## src/rtl/serializer_10bit_tx.sv

```systemverilog
// serializer_10bit_tx
// Fabric-side transmit serializer feeding an ODDR. Each 10-bit word goes out
// as five bit-pairs, MSB first. The first pair of every word is driven in the
// cycle after the word is loaded.
// After reset, or on request, a burst of training words is sent so the far-end
// receiver can bitslip-align. In DATA state an idle word is inserted whenever
// no input word is offered at a word boundary, and each one is counted.
//
// Ports:
//   clock            bit-pair clock; all logic on the rising edge
//   reset            synchronous, active-low
//   input_word       word to transmit
//   input_valid      input_word is valid
//   input_ready      word is taken this cycle if input_valid is high
//   training_request single-cycle pulse that starts a new training burst
//   output_bits      [1] = earlier bit (ODDR D1), [0] = later bit (D2)
//   word_strobe      high while output_bits carries bits 9:8 of a word
//   training_active  the word on output_bits is a training word
//   underflow_count  saturating count of idle words inserted in DATA state

module serializer_10bit_tx #(
    parameter logic [9:0]  TRAINING_PATTERN = 10'b1111100000,
    parameter int unsigned TRAINING_WORDS   = 16,
    parameter logic [9:0]  IDLE_PATTERN     = 10'b0011111010
) (
    input  logic       clock,
    input  logic       reset,
    input  logic [9:0] input_word,
    input  logic       input_valid,
    output logic       input_ready,
    input  logic       training_request,
    output logic [1:0] output_bits,
    output logic       word_strobe,
    output logic       training_active,
    output logic [7:0] underflow_count
);

    typedef enum logic {
        TRAIN = 1'b0,
        DATA  = 1'b1
    } state_t;

    localparam logic [7:0] TRAIN_LAST = 8'(TRAINING_WORDS);

    logic [2:0] phase_q, phase_d;
    logic [9:0] sr_q, sr_d;
    state_t     state_q, state_d;
    logic [7:0] tcount_q, tcount_d;
    logic       pending_q, pending_d;
    logic       word_strobe_q, word_strobe_d;
    logic       training_active_q, training_active_d;
    logic [7:0] underflow_q, underflow_d;

    logic boundary;

    assign boundary = (phase_q == 3'd4);

    // A pending or same-cycle training request always wins the boundary, so
    // the source is never told it can hand over a word that would be dropped.
    assign input_ready = boundary && (state_q == DATA) && !pending_q && !training_request;

    assign output_bits     = sr_q[9:8];
    assign word_strobe     = word_strobe_q;
    assign training_active = training_active_q;
    assign underflow_count = underflow_q;

    // Next-state logic: shift two bits per clock inside a word, pick the
    // next word at each boundary.
    always_comb begin
        phase_d           = phase_q + 3'd1;
        sr_d              = {sr_q[7:0], 2'b00};
        state_d           = state_q;
        tcount_d          = tcount_q;
        pending_d         = pending_q;
        word_strobe_d     = 1'b0;
        training_active_d = training_active_q;
        underflow_d       = underflow_q;

        if (!boundary) begin
            if (training_request) begin
                pending_d = 1'b1;
            end
        end else begin
            phase_d       = 3'd0;
            word_strobe_d = 1'b1;
            if (pending_q || training_request) begin
                // Restart the burst; this load already counts as word 1.
                sr_d              = TRAINING_PATTERN;
                tcount_d          = 8'd1;
                state_d           = (TRAIN_LAST == 8'd1) ? DATA : TRAIN;
                pending_d         = 1'b0;
                training_active_d = 1'b1;
            end else if (state_q == TRAIN) begin
                // Compare after increment so exactly TRAINING_WORDS go out.
                sr_d              = TRAINING_PATTERN;
                tcount_d          = tcount_q + 8'd1;
                training_active_d = 1'b1;
                if (tcount_q + 8'd1 == TRAIN_LAST) begin
                    state_d = DATA;
                end
            end else if (input_valid) begin
                sr_d              = input_word;
                training_active_d = 1'b0;
            end else begin
                sr_d              = IDLE_PATTERN;
                training_active_d = 1'b0;
                if (underflow_q != 8'hFF) begin
                    underflow_d = underflow_q + 8'd1;
                end
            end
        end
    end

    // Phase resets to 4 so the first clock after release is a boundary that
    // loads the first training word.
    always_ff @(posedge clock) begin
        if (!reset) begin
            phase_q           <= 3'd4;
            sr_q              <= 10'd0;
            state_q           <= TRAIN;
            tcount_q          <= 8'd0;
            pending_q         <= 1'b0;
            word_strobe_q     <= 1'b0;
            training_active_q <= 1'b0;
            underflow_q       <= 8'd0;
        end else begin
            phase_q           <= phase_d;
            sr_q              <= sr_d;
            state_q           <= state_d;
            tcount_q          <= tcount_d;
            pending_q         <= pending_d;
            word_strobe_q     <= word_strobe_d;
            training_active_q <= training_active_d;
            underflow_q       <= underflow_d;
        end
    end

endmodule
```

## config.mk

```make
export PLATFORM = sky130hd
export DESIGN_NAME = serializer_10bit_tx
export DESIGN_NICKNAME = d
export VERILOG_FILES = /design/src/rtl/serializer_10bit_tx.sv
export SDC_FILE = /design/constraint.sdc
export NUM_CORES = 1
export LEC_CHECK = 0
export ABC_CLOCK_PERIOD_IN_PS = 2100
export BUFFER_PORTS_ARGS = -buffer_cell sky130_fd_sc_hd__buf_2
export CORE_MARGIN = 10
export CORE_UTILIZATION = 35
export DETAILED_ROUTE_END_ITERATION = 8
export SKIP_CTS_REPAIR_TIMING = 1
export SLEW_MARGIN = 20
export SYNTH_ARGS = -nofsm -noshare
export SYNTH_HDL_FRONTEND = slang
export SYNTH_SLANG_ARGS = --single-unit
```

## constraint.sdc

```tcl
create_clock -name clock -period 2.1 [get_ports clock]
set_input_delay 0.42 -clock clock [delete_from_list [all_inputs] [get_ports clock]]
set_output_delay 0.42 -clock clock [all_outputs]
set_load 0.1 [all_outputs]
```

Yosys cells after proc, flatten, opt, wreduce, memory -nomap -nowiden

Cells that the tools add are included.

Add/subtract/negate cells: 3
Equality and inequality tests: 5
Multiplexer cells: 16
Bitwise logic cells: 5
Reductions and logical operators: 13

Operators by type and width:

| kind                                                            | count |
|---|---|
| 10-bit two-way mux                                              | 4 |
| 8-bit by 1-bit adder with 8-bit output, second input constant   | 2 |
| 8-bit two-way mux                                               | 2 |
| 1-bit two-way mux                                               | 9 |
| 8-bit by 5-bit == test with 1-bit output, second input constant | 1 |
| 8-bit != test, second input constant                            | 1 |
| 1-bit NOT                                                       | 5 |
| 5-bit AND reduction                                             | 1 |
| 5-bit OR reduction                                              | 1 |
| 2-bit by 1-bit != test with 1-bit output, second input constant | 2 |
| 2-bit AND reduction                                             | 2 |
| 4-bit OR reduction                                              | 1 |
| 3-bit by 1-bit adder with 3-bit output, second input constant   | 1 |
| 3-bit == test, second input constant                            | 1 |
| 1-bit logical AND                                               | 3 |
| 3-bit two-way mux                                               | 1 |
| 1-bit zero test                                                 | 2 |
| 2-bit nonzero test                                              | 1 |
| 2-bit OR reduction                                              | 1 |
| 1-bit logical OR                                                | 1 |

Register bits after elaboration: 33
Bits of input ports: 14
Output and inout port bits: 13

Logic depth before layout (Yosys ltp)

Word-level depth: 5
Mapped depth: 7
Depth with buffers taken out: 6

Worst setup path before layout

Ideal clock, no wire load.

Kind: input to register
Start point: input training_request
End point: register sr_q[5]
Library setup time: 0.119 ns
Arrival time: 2.241 ns
Slack: -0.260 ns
Stages: 5
Cells stage by stage: or2_2 > buf_2 > nor3_4 > nand2_1 > o221a_2

Longest elaborated chain between the ends: 3

RTL lines:

| element                | RTL line | source |
|---|---|---|
| start: declaration     | 31       | `input logic training_request,` |
| 1-bit logical OR       | 86       | `if (pending_q \|\| training_request) begin` |
| 10-bit two-way mux     | 86       |  |
| 10-bit two-way mux     | 79       | `if (!boundary) begin` |
| end signal: assignment | 128      | `sr_q <= sr_d;` |
| end: declaration       | 46       | `logic [9:0] sr_q, sr_d;` |

No other way between the ends.
A chain may end at the register's enable or synchronous reset.

Worst setup path after layout

Start point: register phase_q[0]
End point: output input_ready

Longest elaborated chain between the ends: 4

RTL lines:

| element                         | RTL line | source |
|---|---|---|
| start: declaration              | 45       | `logic [2:0] phase_q, phase_d;` |
| start signal: assignment        | 127      | `phase_q <= phase_d;` |
| 3-bit == test                   | 56       | `assign boundary = (phase_q == 3'd4);` |
| 1-bit logical AND (3 in series) | 60       | `assign input_ready = boundary && (state_q == DATA) && !pending_q && !training_request;` |
| end: declaration                | 30       | `output logic input_ready,` |

No other way between the ends.

==> run summary <==
## Outcome
* completed — result of the run

## Place
* 1735 um^2 — placement-stage cell area
* 0.7894 — global placer's final weighted congestion
* 2731 um — post-detailed-placement half-perimeter wirelength
* 26 — IO buf count
* 0.2962 ns — pre-CTS WS

## Pwr
* 1.496 mW — total power of the final layout
* 0.7036 nW — leakage component of the power
* 814.3 nW/um^2 — power density normalized to cell area
* 414.7 uV — IR Drop Worst-Case VDD

## STA
* 1.847 ns — final critical-path required period
* 87.96% — final critical-path share of the clock period
* 66.65% — Slew HR
* 0.004896 ns — Max Clock Skew
* 0 — number of failing hold endpoints at the final stage
* false — RSZ-0062 raised after global routing
* 0.5037 ns — worst-margin pin slew
* 541.4 MHz — fmax
* 0.2528 ns — worst setup margin
* 0 — max-slew violation count
* 0 — number of setup violations in the final report
* 0.3559 ns — tightest hold margin

## GRT
* 0 — global-route congestion overflow total
* 6085 um — wire length of the first global-routing pass
* 14 — pin count of the biggest net entering global routing
* 1279 — vias in the first global route
* 0 — initial antenna violation count
* 9.961% — GRT Resource Usage Total

## Routing
* 3577 um — DRT Wirelength
* 4 — 1st-pass router iterations
* 0 — antenna-violating nets left
* 14.03 um — Routed wire per std cell
* 5.247 — DR vias/cell
* 1338 — total via count in the routed design
* 0 — # DRC
* 94 — number of violations reported at the end of detailed-routing iteration 0

## Clock network
* 0.07 ns — Clk pin slew, worst setup/hold paths
* 33 — clk sink count
* 0.28 ns — worst skew pair latency
* 2 — count of H-tree levels built during CTS
* 2 — maximum number of buffers from clock root to sink
* 5 — TritonCTS Buffers
* sky130_fd_sc_hd__clkbuf_8 — clock tree root driver cell
* done — CTS tree

## Yosys
* 0 — yosys synthesis warning count
* 172 — number of cells produced by synthesis
* 1510 um^2 — Synth Cell Area
* 43.74% — sequential fraction of the synthesis area
* 33 — Seq cells post-synth
* 0% — fraction of registers with async set/reset
* 0 — number of enable flip-flop cells after synthesis
* sky130_fd_sc_hd__dfxtp_1 — flip-flop cell with the highest count after synthesis
* 42 — number of distinct standard cells referenced by the synthesized netlist
* 8.780 um^2 — synthesized area per cell
* 190 — syn nets

## Worst setup path
* 0.32 ns — delay contributed by the slowest stage of the critical path
* state_q — RR Startpoint
* flip-flop to primary output — critical path class
* 2 — total buffers and inverters traversed by the critical path
* sky130_fd_sc_hd__dfxtp_1 — slowest stage cell, crit path
* 4 — highest net fanout along the worst path
* 1.43 ns — Worst Path Arrival
* inv_1 > ha_1 > nand2_1 > nor3_4 > buf_12 — worst-path cell chain
* 1.68 ns — data required time at the worst endpoint
* primary output — endpoint type of the worst setup path
* flip-flop — nature of the critical path startpoint
* simple AND/OR/NAND/NOR gates — largest delay contributor family on the critical path
* phase_q[0] — Worst Setup SP

## Cells and area
* 0 — number of diodes added for antenna fixing
* 26.83% — proportion of layout cells with a drive suffix above 1
* 21.62% — synthesis-to-finish area growth
* 44.95% — final standard cell utilization of the core
* 222 — Final Net Count
* 1837 um^2 — total non-filler cell area in the finished layout

## Hold path
* primary input to flip-flop — worst hold path type
* input_word[0] — min-delay src

## Floorplanning
* 36.96% — starting utilization of the core area
* 7342 um^2 — die area
* 27 — IO Pins
* 23 — number of placement rows
* 85.69 um — horizontal die dimension
* 85.69 um — die height
* 4086 um^2 — core region area

## Flow run
* 0 — max-capacitance violation count

worst reg2reg max path, stage by stage (launching register included):
cell	delay [ns]
sky130_fd_sc_hd__dfxtp_1	0.48
sky130_fd_sc_hd__nor4b_4	0.29
sky130_fd_sc_hd__nand2_1	0.24
sky130_fd_sc_hd__or4_1	0.52
sky130_fd_sc_hd__a21oi_1	0.14
cell type report:
type / count / area, um^2
Fill cell: 429 / 2250
Multi-Input combinational cell: 121 / 769.5
Sequential cell: 33 / 664.4
Timing Repair Buffer: 34 / 205.2
Clock buffer: 7 / 96.34
Tap cell: 50 / 62.56
Inverter: 9 / 33.78
Clock inverter: 1 / 5.005
cell usage after synthesis, types with 3 or more instances:
cell | number | area (um^2)
sky130_fd_sc_hd__a21oi_1 | 18 | 90.09
sky130_fd_sc_hd__clkbuf_1 | 3 | 11.26
sky130_fd_sc_hd__dfxtp_1 | 33 | 660.6
sky130_fd_sc_hd__ha_1 | 4 | 50.05
sky130_fd_sc_hd__inv_1 | 8 | 30.03
sky130_fd_sc_hd__nand2_1 | 19 | 71.32
sky130_fd_sc_hd__nand3_1 | 5 | 25.02
sky130_fd_sc_hd__nand4_1 | 4 | 25.02
sky130_fd_sc_hd__nor2_1 | 9 | 33.78
sky130_fd_sc_hd__nor3_1 | 4 | 20.02
sky130_fd_sc_hd__o211ai_1 | 3 | 22.52
sky130_fd_sc_hd__o21ai_0 | 12 | 60.06
sky130_fd_sc_hd__o221a_2 | 3 | 33.78
sky130_fd_sc_hd__o31ai_1 | 5 | 37.54
sky130_fd_sc_hd__or4_1 | 5 | 37.54
metal layers:
layer	GRT usage, %	share of wire, %
met1	12.35	49
met2	15.94	48
met3	3.122	2.5
met4	3.144	0.73
met5	0	0
final timing paths:
kind                              to  slack (ns)  depth (start not counted)
hold reg to reg           phase_q[0]        0.44                          1
setup reg to reg  underflow_count[2]        0.37                          4
setup / recovery         input_ready        0.25                          5
hold / removal               sr_q[0]        0.36                          3
registers in the layout, summed over array words and instances, names as in the netlist:
| register | cells |
|---|---|
| word_strobe | 1 |
| sr_q | 10 |
| phase_q | 3 |
| tcount_q | 8 |
| underflow_count | 8 |
| state_q | 1 |
| pending_q | 1 |
| training_active | 1 |
metrics by stage:
stage | TNS (ns) | cells
floorplan | -0.3249 | 172
global placement | 0 | 247
detailed placement | 0 | 247
CTS | 0 | 255
global route | 0 | 255
finish | 0 | 255
report_power, final:
group | switching [mW] | internal, mW | leakage [nW]
Combinational | 0.202 | 0.0829 | 0.379
Sequential | 0.0220 | 0.663 | 0.271
Clock | 0.229 | 0.296 | 0.0542
Total | 0.453 | 1.04 | 0.704
cell families after synthesis:
logic type / count (synthesis) / synth area share, %
simple gates: 63 / 23.94
flops: 33 / 43.74
xor+xnor: 2 / 1.160
buf+inv: 18 / 5.633
fa+ha+maj: 4 / 3.314
compound gates: 52 / 22.21
cells in the final DEF, fill, tap and decap left out, types with 2 or more instances in the layout:
cell                       synthesis  final
sky130_fd_sc_hd__nand4_1           4      4
sky130_fd_sc_hd__buf_2             2     25
sky130_fd_sc_hd__or4_1             5      5
sky130_fd_sc_hd__o311ai_0          2      2
sky130_fd_sc_hd__ha_1              4      4
sky130_fd_sc_hd__nor2_1            9      9
sky130_fd_sc_hd__inv_1             8      8
sky130_fd_sc_hd__nand2_1          19     18
sky130_fd_sc_hd__o211ai_1          3      3
sky130_fd_sc_hd__o221a_2           3      3
sky130_fd_sc_hd__nor3_1            4      4
sky130_fd_sc_hd__and3_1            2      2
sky130_fd_sc_hd__a21oi_1          18     18
sky130_fd_sc_hd__nand3_1           5      5
sky130_fd_sc_hd__clkbuf_8          0      7
sky130_fd_sc_hd__nand4b_1          2      2
sky130_fd_sc_hd__and2_1            2      2
sky130_fd_sc_hd__dfxtp_2           0      3
sky130_fd_sc_hd__o41ai_1           2      2
sky130_fd_sc_hd__dfxtp_1          33     30
sky130_fd_sc_hd__o31ai_1           5      5
sky130_fd_sc_hd__o21ai_0          12     12
sky130_fd_sc_hd__nand3b_1          2      2
sky130_fd_sc_hd__buf_4             2      8
sky130_fd_sc_hd__or3_1             2      2
(Power assumes the default switching activity.)
